[config.mk]
export PLATFORM = sky130hd
export DESIGN_NAME = pool_sched
export DESIGN_NICKNAME = d
export VERILOG_FILES = /design/src/rtl/pool_pkg.sv /design/src/rtl/pool_rr_arb.sv /design/src/rtl/pool_sched.sv
export SDC_FILE = /design/constraint.sdc
export NUM_CORES = 1
export LEC_CHECK = 0
export CAP_MARGIN = 20
export CORE_MARGIN = 2
export CORE_UTILIZATION = 48
export CTS_BUF_LIST = sky130_fd_sc_hd__clkbuf_2 sky130_fd_sc_hd__clkbuf_4 sky130_fd_sc_hd__clkbuf_8
export CTS_CLUSTER_SIZE = 8
export DETAILED_ROUTE_END_ITERATION = 7
export GPL_ROUTABILITY_DRIVEN = 1
export PLACE_DENSITY = 0.8
export SYNTH_ARGS = -nofsm -noshare
export SYNTH_HDL_FRONTEND = slang
export SYNTH_SLANG_ARGS = --single-unit
export TNS_END_PERCENT = 100
[constraint.sdc]
create_clock -name clk -period 2.33 [get_ports clk]
set_clock_uncertainty 0.05 [all_clocks]
set_input_delay 0.3495 -clock clk [delete_from_list [all_inputs] [get_ports clk]]
set_output_delay 0.3495 -clock clk [all_outputs]
set_load 0.02 [all_outputs]
[src/rtl/pool_pkg.sv]
// Shared constants and FSM encoding for the pooling scheduler.
// Optional feature: POOL_SCHED_RR_EN (round-robin single-lane grant).
package pool_pkg;

  localparam int NLANE = 4;  // conv lanes feeding the pooler
  localparam int CW    = 3;  // column index width per lane
  localparam int LW    = 2;  // lane index width

  typedef enum logic [2:0] {
    IDLE = 3'd0,
    FILL = 3'd1,
    POOL = 3'd2,
    WAIT = 3'd3,
    DONE = 3'd4
  } state_t;

endpackage

[src/rtl/pool_rr_arb.sv]
// Round-robin lane grant: one lane per cycle, search starts at the pointer,
// pointer moves just past the granted lane.
module pool_rr_arb
  import pool_pkg::*;
(
  input  logic             clk,
  input  logic             rst,
  input  logic [NLANE-1:0] req,
  output logic [NLANE-1:0] grant
);

  logic [LW-1:0] ptr;
  logic [LW-1:0] gidx;
  logic [LW-1:0] idx;
  logic          found;

  // Pick the first requesting lane at or after the pointer
  always_comb begin
    grant = '0;
    gidx  = '0;
    found = 1'b0;
    idx   = '0;
    for (int unsigned i = 0; i < NLANE; i++) begin
      idx = ptr + LW'(i);
      if (!found && req[idx]) begin
        found       = 1'b1;
        gidx        = idx;
        grant[idx]  = 1'b1;
      end
    end
  end

  // Advance the pointer past the lane that was granted
  always_ff @(posedge clk or negedge rst) begin
    if (!rst) begin
      ptr <= '0;
    end else if (found) begin
      ptr <= gidx + 1'b1;
    end
  end

endmodule

[src/rtl/pool_sched.sv]
// Pooling scheduler: collects L columns per lane into the pooler row buffer,
// triggers the compare, waits for the pooled row, and sequences NROW rows.
// Define POOL_SCHED_RR_EN to serialise lane accepts through pool_rr_arb.
module pool_sched
  import pool_pkg::*;
#(
  parameter int W    = 8,
  parameter int L    = 6,
  parameter int NROW = 12
) (
  input  logic                clk,
  input  logic                rst,
  input  logic                start,
  input  logic [NLANE-1:0]    lane_vld,
  input  logic [NLANE*W-1:0]  lane_data,
  output logic [NLANE-1:0]    lane_rdy,
  output logic [NLANE-1:0]    wr_en,
  output logic [NLANE*CW-1:0] wr_col,
  output logic [NLANE*W-1:0]  wr_data,
  output logic                pool_go,
  output logic                row_vld,
  output logic [3:0]          row_idx,
  output logic                busy,
  output logic                done
);

  state_t                      state;
  logic [NLANE-1:0][CW-1:0]    cnt;
  logic [NLANE-1:0][CW-1:0]    cnt_nxt;
  logic [NLANE-1:0]            open_lane;
  logic [NLANE-1:0]            acc;
  logic                        all_full;
  logic [1:0]                  wcnt;

  // Lanes still short of L columns, gated to the FILL state
  always_comb begin
    open_lane = '0;
    for (int unsigned k = 0; k < NLANE; k++) begin
      open_lane[k] = (state == FILL) && (cnt[k] != CW'(L));
    end
  end

`ifdef POOL_SCHED_RR_EN
  pool_rr_arb u_arb (
    .clk   (clk),
    .rst   (rst),
    .req   (lane_vld & open_lane),
    .grant (lane_rdy)
  );
`else
  assign lane_rdy = open_lane;
`endif

  assign acc  = lane_vld & lane_rdy;
  assign busy = (state != IDLE);

  // Post-accept counters; row is complete when every lane reaches L
  always_comb begin
    cnt_nxt  = cnt;
    all_full = 1'b1;
    for (int unsigned k = 0; k < NLANE; k++) begin
      if (acc[k]) cnt_nxt[k] = cnt[k] + 1'b1;
      if (cnt_nxt[k] != CW'(L)) all_full = 1'b0;
    end
  end

  // Row-buffer write path: registered copy of each accepted sample
  always_ff @(posedge clk or negedge rst) begin
    if (!rst) begin
      wr_en   <= '0;
      wr_col  <= '0;
      wr_data <= '0;
    end else begin
      wr_en <= acc;
      for (int unsigned k = 0; k < NLANE; k++) begin
        if (acc[k]) begin
          wr_data[k*W +: W]   <= lane_data[k*W +: W];
          wr_col[k*CW +: CW]  <= cnt[k];
        end
      end
    end
  end

  // Frame sequencer with registered strobes
  always_ff @(posedge clk or negedge rst) begin
    if (!rst) begin
      state   <= IDLE;
      cnt     <= '0;
      wcnt    <= '0;
      row_idx <= '0;
      pool_go <= 1'b0;
      row_vld <= 1'b0;
      done    <= 1'b0;
    end else begin
      pool_go <= 1'b0;
      row_vld <= 1'b0;
      done    <= 1'b0;
      case (state)
        IDLE: begin
          if (start) state <= FILL;
        end
        FILL: begin
          cnt <= cnt_nxt;
          if (all_full) begin
            state   <= POOL;
            pool_go <= 1'b1;
          end
        end
        POOL: begin
          state <= WAIT;
          wcnt  <= '0;
        end
        WAIT: begin
          wcnt <= wcnt + 1'b1;
          // strobe is registered, so it is armed one cycle ahead of the 3rd WAIT cycle
          if (wcnt == 2'd1) row_vld <= 1'b1;
          if (wcnt == 2'd2) begin
            cnt <= '0;
            if (row_idx == 4'(NROW - 1)) begin
              state <= DONE;
              done  <= 1'b1;
            end else begin
              row_idx <= row_idx + 1'b1;
              state   <= FILL;
            end
          end
        end
        DONE: begin
          row_idx <= '0;
          state   <= IDLE;
        end
        default: state <= IDLE;
      endcase
    end
  end

endmodule

After elaboration in Yosys (flattened, before gate mapping)
Index checks and enable logic that the tools add are counted.

Register bits: 72. Input port bits: 39. Word-level logic and storage cells: 83.

Reduce and logical (&&, ||, !) cells: 12. Bitwise gates (word level): 1. Add/sub/neg operators: 6. Equality and inequality tests: 19. Multiplexer cells: 26.

Operators by type and width (number): $mux W3 (8); $ne A3 B3 Y1 const B (8); $pmux W12 S2 (1); $add A3 B1 Y3 const B (4); $mux W12 (1); $pmux W3 S4 (1); $mux W1 (11); $mux W4 (2); $ne A2 B2 Y1 const B (4); $pmux W4 S2 (1); $eq A3 B2 Y1 const B (2); $reduce_and A3 Y1 (2); $reduce_bool A2 Y1 (3); $add A4 B1 Y4 const B (1); $and A4 B4 Y4 (1); $eq A4 B4 Y1 const B (1); $logic_and A1 B1 Y1 (4); $pmux W2 S2 (1); $eq A3 B1 Y1 const B (1); $eq A3 B3 Y1 const B (1); $logic_not A3 Y1 (1); $reduce_bool A3 Y1 (1); $add A2 B1 Y2 const B (1); $eq A2 B1 Y1 const B (1); other kinds (2) (2).

Logic depth before layout (Yosys ltp)
Gate-level depths: netlist of run 1.

Depth after elaboration: 11. Depth in mapped cells: 9. Gate-level depth less buffers: 8.

Least setup slack after synthesis of run 1
Ideal clock, no wire load.

Path type: flip-flop to flip-flop. Start: register cnt[9] (netlist bit). End: register state[0]. Cell stages (with the launch flop): 8. Setup slack: 0.457 ns. Data arrival time: 1.703 ns. Setup time: 0.120 ns. Cells stage by stage: dfrtp_1 -> inv_1 -> ha_1 -> nand2_1 -> a311o_1 -> a2111oi_2 -> nand4_1 -> and3_1.

Longest elaborated chain between the ends: 8.

Ends and longest elaborated chain: start: declaration (RTL line pool_sched.sv:28) `logic [NLANE-1:0][CW-1:0] cnt;`; start signal: assignment (RTL line pool_sched.sv:103) `cnt <= cnt_nxt;`; branches (longest 3 deep; another with $add A3 B1 Y3); $mux W3 * (RTL line pool_sched.sv:62) `if (acc[k]) cnt_nxt[k] = cnt[k] + 1'b1;`; $ne A3 B3 Y1 * (RTL line pool_sched.sv:63) `if (cnt_nxt[k] != CW'(L)) all_full = 1'b0;`; $mux W1 * (RTL line pool_sched.sv:63); $ne A2 B2 Y1 (no source line) *; $reduce_and A3 Y1 (no source line) *; end signal: assignment (RTL line pool_sched.sv:87) `state <= IDLE;`; end signal: assignment (RTL line pool_sched.sv:100) `if (start) state <= FILL;`; end signal: assignment (RTL line pool_sched.sv:105) `state <= POOL;`; end: declaration (RTL line pool_sched.sv:27) `state_t state;`.

Mark *: on every way between the ends. A chain may end at the register's enable or synchronous reset.

Final worst setup path of run 1
Start: register state[2]. End: output port busy.

Longest elaborated chain between the ends: 1.

Ends and longest elaborated chain: $reduce_bool A3 Y1 (RTL line pool_sched.sv:55) `assign busy = (state != IDLE);`; end: declaration (RTL line pool_sched.sv:23) `output logic busy,`.

No other way between the ends.

==> results.txt, run 1 <==
status: completed
1st-pass router iterations: 4
CTS buffer count: 9
top-area cell type share of the netlist area: 0.5575
main combinational cell family by area after synthesis: simple AND/OR/NAND/NOR gates
gr busiest metal: met2
Die ar.: 7405 µm²
mux cell area share after synthesis: 0.02710
Placer Congestion: 0.8201
crit path max fanout: 9
Worst EP arrival: 1.85 ns
leading area contributor after synthesis: dfrtp_1
PD cells: 1203 nW/µm²
worst hold margin: 0.08263 ns
fin nets: 496
register area share after synthesis: 0.5575
Max-slew headroom: 0.4171
die outline height: 86.06 µm
diodes inserted: 0
Post-Synthesis Cells: 334
CTS clk-pin slew, worst paths: 0.07 ns
Post-synth top cells: 126 x nand2_1, 72 x dfrtp_1, 17 x o21ai_0
Synthesized Nets: 384
footprint of the multi-input gates: 1324 µm²
XOR/XNOR Fraction of Synth Area: 0.002710
Synth Area per Inst: 9.676 µm²
Setup-failing EPs final: 0
H-tree depth: 3
Worst Setup Start Kind: register
#FFs+latches synth: 72
register area: 1802 µm²
Synth async-reset ratio: 1.000
Initial Utilization: 0.5032
compound-cell area share of the yosys netlist: 0.09563
Area Overhead vs Synth: 42.20%
CTS Sinks: 72
f_max: 443.7 MHz
setup TNS: 0 ns
CP required: 1.93 ns
Ports: 99
Routed Wire Length: 6995 µm
core area: 6422 µm²
post-route insts no fill: 528
initial antenna violation count: 0
EDFF count, synth: 0
worst vdd ir: 0.6732 mV
met2 usage: 0.3185
layout cell share with drive strength beyond 1: 0.09978
DR vias: 2688
cts hold-fix bufs: 0
fin util: 0.7156
Tightest Pin Transition: 0.8744 ns
Port Buf Inserts: 98
Synth Warn #: 0
most numerous cell in the Yosys netlist: nand2_1
Post-DRT Antenna Nets: 0
Setup CP Type: register to output pin
clock latency on the worst-skew pair: 0.34 ns
residual DRC count: 0
Die Wd: 86.06 µm
final period utilization: 0.9673
post-layout minimum cycle time: 2.254 ns
first-pass GRT wire length: 11730 µm
gr usage total: 0.1972
max cap viols: 0
# fillers: 494
Cell variety after synth: 45
Fin. Hold Viols: 0
Synth Flop Type: dfrtp_1
Via density: 5.091
GR Layer Usage met3: 0.07411
CP Capture Type: output pin
vias in the first global route: 2593
Lkg Pwr: 0.002155 µW
Inst Count DP: 511
fin. max-slew vios: 0
CTS Root Cell: clkbuf_8
largest net degree at the start of global routing: 73
Detailed Route Iter0 Violations: 122
total grt overflow: 0
clk buf depth: 2
clock tree from TritonCTS: built
routing usage on met1: 0.2624
row count: 29
Synth Area in Simple Gates: 0.2416
HPWL after DPL: 5006 µm
Hold Path Class: input port to asynchronous set/reset pin
Cell Area, Synth: 3232 µm²
synthesized-area fraction occupied by adder cells: 0.04259
wire per inst: 13.25 µm
Area contributors post-synth: dfrtp_1 56%, nand2_1 15%, ha_1 4.3%, o21ai_0 2.6%, mux2_2 2.1%
==> cell families (layout without fill, tap and decap cells) <==
logic type                 after synthesis  count (layout)
and+or+nand+nor                        171             171
DFF                                     72              72
AOI/OAI and AO/OA                       48              48
buffers and inverters                   23             140
adders and majority gates               11              11
muxes                                    8               8
xor gates and xnor gates                 1               1
==> critical path, stage by stage, from the launching register on <==
cell and delay (ns):
dfrtp_1 0.42, buf_4 0.18, or3_1 0.37, clkdlybuf4s50_1 0.55
==> per-stage QoR <==
| stage | worst slack, ns | total power (µW) | area [µm²] |
|---|---|---|---|
| after detailed placement | 0.2006 | 4364 | 4339 |
| after global routing | -0.0009153 | 5904 | 4596 |
| after CTS | 0.05690 | 5583 | 4588 |
| after floorplan | 0.4570 | 3299 | 3232 |
| final | 0.07623 | 5531 | 4596 |
| after global placement | 0.2176 | 4300 | 4339 |
==> metal layers <==
layer | up-vias | share of wire
met4 | 0 | 0.0049
met1 | 1246 | 0.44
met5 | - | 0
met2 | 92 | 0.47
li1 | 1346 | -
met3 | 4 | 0.083
==> where the power goes <==
group / switching (µW) / internal (µW) / total, µW
clock: 458 / 768 / 1230
sequential: 304 / 1680 / 1980
combinational: 1240 / 1090 / 2330
==> layout by cell type (no fill, tap or decap), types with 2 or more instances in the layout <==
master	netlist	routed
a211oi_1	3	3
a21oi_1	10	10
a31oi_1	5	5
buf_4	1	14
bufinv_16	0	3
clkbuf_8	0	11
clkdlybuf4s50_1	0	93
clkinv_1	3	3
dfrtp_1	72	72
dlygate4sd2_1	0	4
ha_1	11	11
inv_1	10	10
mux2_2	6	6
mux2i_1	2	2
nand2_1	126	126
nand2b_1	4	4
nand3_1	4	4
nand4_1	5	5
nand4b_1	5	5
nor2_1	9	9
nor2b_1	4	4
nor3_1	2	2
o21ai_0	17	17
o21ai_1	4	4
==> registers in the layout, indices dropped and copies added (netlist names) <==
name     count
cnt         12
wr_col      12
state        3
wcnt         2
row_idx      4
pool_go      1
done         1
row_vld      1
wr_data     32
wr_en        4
==> area by class of cell <==
| cell class | instances | area share |
|---|---|---|
| Sequential cell | 72 | 0.3921 |
| Multi-Input combinational cell | 239 | 0.2880 |
| Timing Repair Buffer | 111 | 0.2331 |
| Clock buffer | 11 | 0.03294 |
| Clock inverter | 5 | 0.02232 |
| Tap cell | 77 | 0.02096 |
| Inverter | 13 | 0.01062 |
==> what timing repair did <==
action | 4_1_cts | 5_1_grt
endpoints found under the setup margin | 4 | 1
gates resized for setup | 4 | 0
pin swaps | 0 | 1
setup buffers | 0 | 1
==> final timing paths <==
path	to	slack (ns)	cells after the start	startpoint
max in group asynchronous	row_idx[0]	1.58	1	rst
setup reg to reg	state[0]	0.25	5	state[1]
hold / removal	wr_data[1]	0.08	1	rst
setup / recovery	busy	0.08	3	state[2]
min in group clk	wr_data[4]	0.43	2	wr_data[4]
hold reg to reg	wr_data[4]	0.43	2	wr_data[4]
(Power assumes the default switching activity.)
==> run 2, diff against run 1 <==
--- a/config.mk
+++ b/config.mk
@@ -7,12 +7,12 @@
 export LEC_CHECK = 0
 export CAP_MARGIN = 20
 export CORE_MARGIN = 2
-export CORE_UTILIZATION = 48
-export CTS_BUF_LIST = sky130_fd_sc_hd__clkbuf_2 sky130_fd_sc_hd__clkbuf_4 sky130_fd_sc_hd__clkbuf_8
+export CORE_UTILIZATION = 47
+export CTS_BUF_LIST = sky130_fd_sc_hd__clkbuf_16
 export CTS_CLUSTER_SIZE = 8
 export DETAILED_ROUTE_END_ITERATION = 7
 export GPL_ROUTABILITY_DRIVEN = 1
-export PLACE_DENSITY = 0.8
+export PLACE_DENSITY = 0.78
 export SYNTH_ARGS = -nofsm -noshare
 export SYNTH_HDL_FRONTEND = slang
 export SYNTH_SLANG_ARGS = --single-unit
==> run 2 against run 1 <==
Effect of this change:
- non-clock buffer count grew 2
- sequential share of layout area shrank 1.1 points
- cell count grew 0.95%
- clock-buffer cell count shrank 2
- clock power grew 33%
- via count grew 1.5%
==> results.txt, run 2 (synthesis results as in run 1) <==
status: completed
Die ar.: 7556 µm²
DP Worst Slack: 0.1743 ns
row count: 30
# fillers: 502
core area: 6719 µm²
most flop-heavy register: wr_data
Lkg Pwr: 0.002220 µW
gr usage total: 0.2028
Placer Congestion: 0.8330
clock latency on the worst-skew pair: 0.33 ns
final period utilization: 0.9591
die outline height: 86.93 µm
worst vdd ir: 0.6583 mV
clock tree from TritonCTS: built
vias in the first global route: 2668
Die Wd: 86.93 µm
layout cell share with drive strength beyond 1: 0.09713
clk buf depth: 2
H-tree depth: 3
max cap viols: 0
1st-pass router iterations: 4
CTS buffer count: 9
CP required: 1.93 ns
Initial Utilization: 0.4810
crit path setup slack, layout: 0.09534 ns
area post-placement: 4335 µm²
post-route cell area: 4725 µm²
Tightest Pin Transition: 0.5422 ns
total grt overflow: 0
Setup CP Type: register to output pin
largest net degree at the start of global routing: 39
Max-slew headroom: 0.6369
crit path max fanout: 9
CTS Root Cell: clkbuf_16
Via density: 5.116
Routed Wire Length: 7250 µm
Detailed Route Iter0 Violations: 145
Port Buf Inserts: 98
HPWL after DPL: 5171 µm
CTS Sinks: 72
f_max: 447.5 MHz
wire per inst: 13.60 µm
Worst EP arrival: 1.84 ns
CP Capture Type: output pin
fin nets: 498
commonest non-fill, non-tap cells in the layout: 126 x nand2_1, 93 x clkdlybuf4s50_1, 72 x dfrtp_1
Largest regs: wr_data (32), cnt (12), wr_col (12)
Fin. Hold Viols: 0
fin. max-slew vios: 0
unrepaired setup endpoints after global routing: no
fin util: 0.7032
most common cell after layout, fill and taps aside: nand2_1
worst hold margin: 0.4235 ns
max reg flops: 32
setup TNS: 0 ns
Ports: 99
first-pass GRT wire length: 12030 µm
PD cells: 1263 nW/µm²
CTS clk-pin slew, worst paths: 0.06 ns
DR vias: 2727
residual DRC count: 0
Hold Path Class: register to register
Area Overhead vs Synth: 46.19%
Worst Setup Start Kind: register
diodes inserted: 0
Setup-failing EPs final: 0
post-layout minimum cycle time: 2.235 ns
Post-DRT Antenna Nets: 0
initial antenna violation count: 0
[run 2: cell types whose count changed in the layout (fill, tap and decap cells not counted), sizes merged]
| cell | change |
|---|---|
| buf | +1 |
| bufinv | +1 |
| clkbuf | -2 |
| clkinvlp | -1 |
| dlygate4sd3 | +1 |
| inv | +2 |
[run 2: timing repair]
action	CTS	global route
hold buffers	1	0
pin swaps	0	1
gates resized for setup	4	0
endpoints found under the setup margin	4	2
endpoints found under the hold margin	36	0
setup buffers	0	3
[run 2: where the power goes]
group / internal, µW / switching, µW / leakage (µW)
clock: 1150 / 495 / 0.000182
combinational: 1090 / 1250 / 0.00117
sequential: 1680 / 311 / 0.000872
total: 3910 / 2050 / 0.00222
[run 2: area by class of cell]
type	count	area, µm²	area share
Tap cell	80	100.1	0.02119
Clock inverter	7	136.4	0.02887
Clock buffer	9	225.2	0.04767
Inverter	13	48.80	0.01033
Multi-Input combinational cell	239	1324	0.2802
Timing Repair Buffer	113	1089	0.2304
Sequential cell	72	1802	0.3814
[run 2: critical path: stages, from the launching register on]
cell and delay (ns):
dfrtp_1 0.41, buf_4 0.18, or3_1 0.38, clkdlybuf4s50_1 0.54
[run 2: worst paths after layout]
kind	from	endpoint	slack, ns	depth (start not counted)
max in group asynchronous	rst	wr_data[15]	1.09	3
min in group asynchronous	rst	wr_col[8]	0.50	2
worst min register to register	wr_data[28]	wr_data[28]	0.42	2
worst min-delay path	wr_data[28]	wr_data[28]	0.42	2
worst max-delay path	state[2]	busy	0.1	3
worst max register to register	cnt[9]	state[1]	0.24	7
[run 2: routing by layer]
metal  global-route usage  wire length (µm)
met1               0.2641              3251
met2               0.3303              3474
met3              0.05024               427
met4              0.07244                97
met5                    0                 0
[run 2: metrics by stage]
stage	total power [µW]	cells
global route	6343	533
floorplan	3299	334
CTS	6011	530
finish	5967	533
global placement	4288	513
detailed placement	4369	513
